===== src/rtl/wb_pkg.sv =====
// Shared types and defaults for the write-back stage.
// Covers the late-return queue entry, the parameter defaults and the regfile port select.
package wb_pkg;

  localparam int unsigned XLEN_DEF  = 32;
  localparam int unsigned NREG_DEF  = 32;
  localparam int unsigned DEPTH_DEF = 4;
  localparam int unsigned CSRAW_DEF = 12;
  localparam int unsigned RIW_DEF   = $clog2(NREG_DEF);

  typedef struct packed {
    logic [RIW_DEF-1:0]  idx;
    logic [XLEN_DEF-1:0] data;
  } retq_entry_t;

  typedef enum logic [1:0] {
    SEL_NONE  = 2'd0,
    SEL_PIPE  = 2'd1,
    SEL_QUEUE = 2'd2
  } wb_sel_e;

endpackage


===== src/rtl/wb_retq.sv =====
// Late load-return FIFO: a power-of-two ring buffer with an occupancy count and a
// combinational head peek.
module wb_retq
  import wb_pkg::*;
#(
  parameter int unsigned DEPTH   = DEPTH_DEF,
  parameter type         entry_t = retq_entry_t
) (
  input  logic                       clk,
  input  logic                       rstn,
  input  logic                       i_push,
  input  entry_t                     i_din,
  input  logic                       i_pop,
  output entry_t                     o_head_c,
  output logic [$clog2(DEPTH):0]     o_count,
  output logic                       o_full_c,
  output logic                       o_empty_c
);

  localparam int unsigned PW = $clog2(DEPTH);
  localparam int unsigned CW = PW + 1;

  entry_t          r_mem [DEPTH];
  logic [PW-1:0]   r_wptr;
  logic [PW-1:0]   r_rptr;
  logic [CW-1:0]   r_count;
  logic            w_push;
  logic            w_pop;

  assign o_full_c  = (r_count == CW'(DEPTH));
  assign o_empty_c = (r_count == '0);
  assign o_count   = r_count;
  assign o_head_c  = r_mem[r_rptr];
  assign w_push    = i_push && !o_full_c;
  assign w_pop     = i_pop && !o_empty_c;

  // Storage carries no reset; the count alone decides what is valid.
  always_ff @(posedge clk) begin
    if (w_push) r_mem[r_wptr] <= i_din;
  end

  always_ff @(posedge clk or negedge rstn) begin
    if (!rstn) begin
      r_wptr  <= '0;
      r_rptr  <= '0;
      r_count <= '0;
    end else begin
      if (w_push) r_wptr <= r_wptr + PW'(1);
      if (w_pop)  r_rptr <= r_rptr + PW'(1);
      case ({w_push, w_pop})
        2'b10:   r_count <= r_count + CW'(1);
        2'b01:   r_count <= r_count - CW'(1);
        default: r_count <= r_count;
      endcase
    end
  end

endmodule


===== src/rtl/wb_unit.sv =====
// Write-back stage: arbitrates in-order pipeline writes against queued late load
// returns on the single regfile port, suppresses writes on traps, tracks pending rds.
module wb_unit
  import wb_pkg::*;
#(
  parameter int unsigned XLEN  = XLEN_DEF,
  parameter int unsigned NREG  = NREG_DEF,
  parameter int unsigned DEPTH = DEPTH_DEF,
  parameter int unsigned CSRAW = CSRAW_DEF
) (
  input  logic                     clk,
  input  logic                     rstn,
  input  logic                     mem2wb_valid,
  input  logic                     mem2wb_wr_reg,
  input  logic [$clog2(NREG)-1:0]  mem2wb_wr_regindex,
  input  logic [XLEN-1:0]          mem2wb_wr_wdata,
  input  logic                     mem2wb_wr_csrreg,
  input  logic [CSRAW-1:0]         mem2wb_wr_csrindex,
  input  logic [XLEN-1:0]          mem2wb_wr_csrwdata,
  input  logic                     mem2wb_exp,
  input  logic                     mem2wb_int,
  input  logic                     lsu2wb_valid,
  input  logic [$clog2(NREG)-1:0]  lsu2wb_regindex,
  input  logic [XLEN-1:0]          lsu2wb_rdata,
  output logic                     wb2lsu_ready,
  output logic                     wb_stall,
  output logic                     wb2regfile_wr_reg,
  output logic [$clog2(NREG)-1:0]  wb2regfile_wr_regindex,
  output logic [XLEN-1:0]          wb2regfile_wr_wdata,
  output logic                     wb2csrfile_wr_reg,
  output logic [CSRAW-1:0]         wb2csrfile_wr_regindex,
  output logic [XLEN-1:0]          wb2csrfile_wr_wdata,
  output logic                     wb2csrfile_trap,
  output logic [NREG-1:0]          wb_pending_mask,
  output logic                     wb_err
);

  localparam int unsigned RIW = $clog2(NREG);
  localparam int unsigned CW  = $clog2(DEPTH) + 1;

  typedef struct packed {
    logic [RIW-1:0]  idx;
    logic [XLEN-1:0] data;
  } entry_t;

  entry_t          w_din;
  entry_t          w_head;
  logic [CW-1:0]   w_count;
  logic            w_full;
  logic            w_empty;
  logic            w_push;
  logic            w_pop;
  logic            w_trap;
  logic            w_pipe_rd;
  logic            w_stall;
  logic            w_retire;
  logic            w_err_evt;
  wb_sel_e         w_sel;
  logic [NREG-1:0] w_mask_nxt;

  logic            r_rf_we;
  logic [RIW-1:0]  r_rf_idx;
  logic [XLEN-1:0] r_rf_data;
  logic            r_csr_we;
  logic [CSRAW-1:0] r_csr_idx;
  logic [XLEN-1:0] r_csr_data;
  logic            r_trap;
  logic [NREG-1:0] r_mask;
  logic            r_err;

  assign w_din.idx  = lsu2wb_regindex;
  assign w_din.data = lsu2wb_rdata;
  // Index-0 returns are accepted but dropped; x0 can never be pending.
  assign w_push     = lsu2wb_valid && wb2lsu_ready && (lsu2wb_regindex != '0);
  assign w_pop      = (w_sel == SEL_QUEUE);

  wb_retq #(
    .DEPTH   (DEPTH),
    .entry_t (entry_t)
  ) u_retq (
    .clk       (clk),
    .rstn      (rstn),
    .i_push    (w_push),
    .i_din     (w_din),
    .i_pop     (w_pop),
    .o_head_c  (w_head),
    .o_count   (w_count),
    .o_full_c  (w_full),
    .o_empty_c (w_empty)
  );

  assign wb2lsu_ready = (w_count != CW'(DEPTH));
  assign wb_stall     = w_stall;

  // Port arbitration: a full queue beats the pipeline, otherwise the pipeline wins.
  always_comb begin
    w_trap    = mem2wb_exp | mem2wb_int;
    w_pipe_rd = mem2wb_valid && mem2wb_wr_reg && !w_trap && (mem2wb_wr_regindex != '0);
    w_stall   = w_pipe_rd && w_full;
    w_retire  = mem2wb_valid && !w_stall;
    w_sel     = SEL_NONE;
    if (w_stall)        w_sel = SEL_QUEUE;
    else if (w_pipe_rd) w_sel = SEL_PIPE;
    else if (!w_empty)  w_sel = SEL_QUEUE;
    w_err_evt = (w_pipe_rd && r_mask[mem2wb_wr_regindex]) ||
                (lsu2wb_valid && !wb2lsu_ready);
  end

  // Set after clear so a same-register refill stays pending.
  always_comb begin
    w_mask_nxt = r_mask;
    if (w_pop)  w_mask_nxt[w_head.idx] = 1'b0;
    if (w_push) w_mask_nxt[lsu2wb_regindex] = 1'b1;
  end

  always_ff @(posedge clk or negedge rstn) begin
    if (!rstn) begin
      r_rf_we    <= 1'b0;
      r_rf_idx   <= '0;
      r_rf_data  <= '0;
      r_csr_we   <= 1'b0;
      r_csr_idx  <= '0;
      r_csr_data <= '0;
      r_trap     <= 1'b0;
      r_mask     <= '0;
      r_err      <= 1'b0;
    end else begin
      r_mask <= w_mask_nxt;
      r_err  <= r_err | w_err_evt;
      r_trap <= w_retire && w_trap;
      case (w_sel)
        SEL_PIPE: begin
          r_rf_we   <= 1'b1;
          r_rf_idx  <= mem2wb_wr_regindex;
          r_rf_data <= mem2wb_wr_wdata;
        end
        SEL_QUEUE: begin
          r_rf_we   <= 1'b1;
          r_rf_idx  <= w_head.idx;
          r_rf_data <= w_head.data;
        end
        default: begin
          r_rf_we   <= 1'b0;
          r_rf_idx  <= '0;
          r_rf_data <= '0;
        end
      endcase
      if (w_retire && mem2wb_wr_csrreg && !w_trap) begin
        r_csr_we   <= 1'b1;
        r_csr_idx  <= mem2wb_wr_csrindex;
        r_csr_data <= mem2wb_wr_csrwdata;
      end else begin
        r_csr_we   <= 1'b0;
        r_csr_idx  <= '0;
        r_csr_data <= '0;
      end
    end
  end

  assign wb2regfile_wr_reg      = r_rf_we;
  assign wb2regfile_wr_regindex = r_rf_idx;
  assign wb2regfile_wr_wdata    = r_rf_data;
  assign wb2csrfile_wr_reg      = r_csr_we;
  assign wb2csrfile_wr_regindex = r_csr_idx;
  assign wb2csrfile_wr_wdata    = r_csr_data;
  assign wb2csrfile_trap        = r_trap;
  assign wb_pending_mask        = r_mask;
  assign wb_err                 = r_err;

endmodule


===== config.mk =====
export PLATFORM = sky130hd
export DESIGN_NAME = wb_unit
export DESIGN_NICKNAME = d
export VERILOG_FILES = /design/src/rtl/wb_pkg.sv /design/src/rtl/wb_retq.sv /design/src/rtl/wb_unit.sv
export SDC_FILE = /design/constraint.sdc
export NUM_CORES = 1
export LEC_CHECK = 0
export ABC_AREA = 0
export ABC_CLOCK_PERIOD_IN_PS = 2750
export BUFFER_PORTS_ARGS = -buffer_cell sky130_fd_sc_hd__buf_2
export CAP_MARGIN = 30
export CORE_ASPECT_RATIO = 1.25
export CORE_MARGIN = 2
export CORE_UTILIZATION = 40
export DETAILED_ROUTE_END_ITERATION = 8
export PLACE_DENSITY = 0.68
export SLEW_MARGIN = 20
export SYNTH_ARGS = -nofsm -noshare
export SYNTH_HDL_FRONTEND = slang
export SYNTH_SLANG_ARGS = --single-unit
export TNS_END_PERCENT = 100

===== constraint.sdc =====
create_clock -name clk -period 2.75 [get_ports clk]
set_input_delay 0.275 -clock clk [delete_from_list [all_inputs] [get_ports clk]]
set_output_delay 0.275 -clock clk [all_outputs]
set_load 0.1 [all_outputs]

==> impl_metrics.py <==
metrics = {
    "status": {
        "status": "completed",
    },
    "sta": {
        "tightest_slew_ns": 0.9003,
        "min_period_ns": 2.380,
        "finalMaxSlewViolations": 0,
        "slew_headroom": 0.3998,
        "setup_viol": 0,
        "timing.final.hold_violations": 0,
        "period_share": 0.8655,
        "worst_slack_ns": 0.3698,
        "max_freq_mhz": 420.1,
        "rsz0062_at_grt": "no",
        "fin_tns_setup_ns": 0,
        "fin_skew_ns": 0.02014,
    },
    "die": {
        "rows": 65,
        "io_pins": 245,
        "fp.dieH_um": 183.6,
        "die_area_um2": 27110,
        "die_w_um": 147.7,
        "start_util": 0.4081,
        "core_um2": 25290,
    },
    "power_and_ir_drop": {
        "peakVddDrop_v": 0.0007883,
        "power_density_nw_per_um2": 1216,
        "total_power_mw": 16.85,
        "p_leak_nw": 5.938,
    },
    "drt": {
        "num_vias": 6709,
        "ant_nets": 0,
        "drt-total-wl_um": 25660,
        "wl_per_cell_um": 19.13,
        "firstDrtPassIters": 4,
        "viasPerCell": 5.003,
        "drc": 0,
        "drtIter0Drc": 274,
    },
    "critical_path": {
        "regToRegSetupSlack_ns": 0.40,
        "crit_arrival_ns": 2.80,
        "critPathKind": "input port to flip-flop",
        "end_kind": "flip-flop",
        "worstPathRequired_ns": 3.17,
        "worst-r2r-cell-count": 8,
        "cp-start-kind": "input port",
        "cp_max_fo": 8,
    },
    "clocking": {
        "root_buffer": "clkbuf_16",
        "clk_latency_ns": 0.54,
        "clockBufferDepth": 3,
        "post_cts_buffers": 0,
        "cts_tree": "done",
        "numCtsBuffers": 27,
        "path_clk_slew_ns": 0.07,
        "htree_levels": 1,
        "clock_sinks": 272,
    },
    "finish": {
        "regMostFlops": "u_retq.r_mem",
        "largest_reg_flops": 148,
        "nets": 1120,
        "final_area_um2": 13860,
        "diodes": 0,
        "final_layout_size_suffix_gt1_frac": 0.3569,
        "area_growth_pct": 34.30,
        "n_fill_cell": 2052,
    },
    "yosys": {
        "yosysSeqAreaShare": 0.7312,
        "ys_types": 40,
        "yosysTopAreaCell": "edfxtp_1",
        "synthCells": 632,
        "ys_ff_latch": 272,
        "yosysWarnings": 0,
        "avgSynthCellArea_um2": 16.33,
        "yosys-top-cells-area": "edfxtp_1 43%, dfrtp_1 30%, mux4_2 8.9%",
        "synth.top_cell.area_share": 0.4305,
        "synth_nets": 766,
        "syn_area_um2": 10320,
    },
    "place": {
        "dpl_worst_slack_ns": 0.2362,
        "dpl.hpwl_um": 16160,
        "portBuffers": 244,
        "place_area_um2": 12060,
        "finalWeightedCongestion": 0.8427,
    },
    "global_routing": {
        "grt.total_usage": 0.1872,
        "antenna_found_initial": 0,
        "grt_pass1_vias": 7124,
        "grt_pass1_wl_um": 39420,
        "grt_overflow": 0,
        "grt_start_max_net_pins": 69,
    },
    "run": {
        "maxCapViolations": 0,
    },
    "min_path": {
        "hold_class": "input port to flip-flop",
        "min_path_cells": 1,
    },
}
[Yosys cell counts, drive strengths merged]
cell type and number:
edfxtp 148, dfrtp 124, o21ai 64, and2 49
nor2 49, mux4 42, a22oi 35, nand2 21
clkbuf 20, buf 10, inv 8, ha 7
mux2i 7, nand3 7, nor2b 5, xnor2 5
nand3b 4, a21oi 3, mux2 3, nand2b 3
or2 3, nor4 2, a21bo 1, a31oi 1
and3 1, fa 1, nor3 1, nor3b 1
nor4bb 1, o211ai 1, o21a 1, o311ai 1
o32a 1, or3 1, xor2 1
[critical path, stage by stage]
cell and delay (ns):
dlygate4sd3_1 0.55, buf_2 0.17, or2_2 0.41, nor4_1 0.28, nor2_1 0.14, inv_1 0.08
ha_1 0.19, fa_1 0.43, mux2_2 0.27
[through the flow]
| step | utilization | instances | hold WS [ns] |
|---|---|---|---|
| 6_report | 0.5481 | 1341 | 0.01614 |
| 4_1_cts | 0.5481 | 1341 | 0.002273 |
| 3_5_place_dp | 0.4769 | 1198 | 0.3478 |
| 2_1_floorplan | - | 632 | -0.02059 |
| 3_3_place_gp | 0.4761 | 1197 | 0.3413 |
| 5_1_grt | 0.5481 | 1341 | 0.02295 |
[cell families after synthesis]
kind of cell               Yosys count  share of synthesized area
muxes                               52                     0.1021
AOI/OAI and AO/OA                  108                    0.06279
buffers and inverters               38                    0.01527
DFF                                272                     0.7312
xor gates and xnor gates             6                   0.005091
adders and majority gates            8                    0.01042
and+or+nand+nor                    148                    0.07321
[cell usage in the layout, fill, tap and decap left out, types with 11 or more instances in the layout]
| cell | n |
|---|---|
| buf_2 | 243 |
| edfxtp_1 | 148 |
| dfrtp_1 | 122 |
| dlygate4sd3_1 | 94 |
| o21ai_0 | 57 |
| nor2_1 | 49 |
| and2_1 | 45 |
| mux4_2 | 41 |
| a22oi_1 | 35 |
| clkbuf_16 | 29 |
| nand2_1 | 21 |
| buf_4 | 11 |
[layer usage]
layer	up-vias	routed length, um	global-route usage
li1	3060	-	-
met1	3362	10400	0.2394
met2	237	12910	0.3273
met3	50	1615	0.03077
met4	0	731	0.06000
met5	-	0	0
[what timing repair did]
item	in CTS	in global routing
gates resized for setup	0	0
hold buffers	94	0
hold endpoints to repair	258	0
[cell type report]
type | count | area [um2] | area share
Clock inverter | 8 | 45.04 | 0.003249
Clock buffer | 41 | 814.5 | 0.05875
Sequential cell | 272 | 7550 | 0.5446
Tap cell | 335 | 419.2 | 0.03023
Multi-Input combinational cell | 322 | 2634 | 0.1900
Inverter | 8 | 30.03 | 0.002166
Timing Repair Buffer | 355 | 2371 | 0.1710
[path summary, 6_finish.rpt]
kind                                      endpoint          startpoint
min                            u_retq.r_mem[0][32]  lsu2wb_regindex[0]
min in group asynchronous       wb_pending_mask[7]                rstn
max                              u_retq.o_count[1]  lsu2wb_regindex[1]
max reg2reg                    u_retq.r_mem[1][30]   u_retq.o_count[0]
min reg2reg                      u_retq.o_count[2]   u_retq.o_count[2]
max in group asynchronous  wb2regfile_wr_wdata[29]                rstn
[power by group]
part / total, mW / switching, mW / internal, mW
sequential: 5.78 / 0.436 / 5.34
clock: 3.56 / 1.52 / 2.04
combinational: 7.52 / 5.73 / 1.78
total: 16.9 / 7.69 / 9.17
No activity file was read; power rests on OpenSTA's default activity.
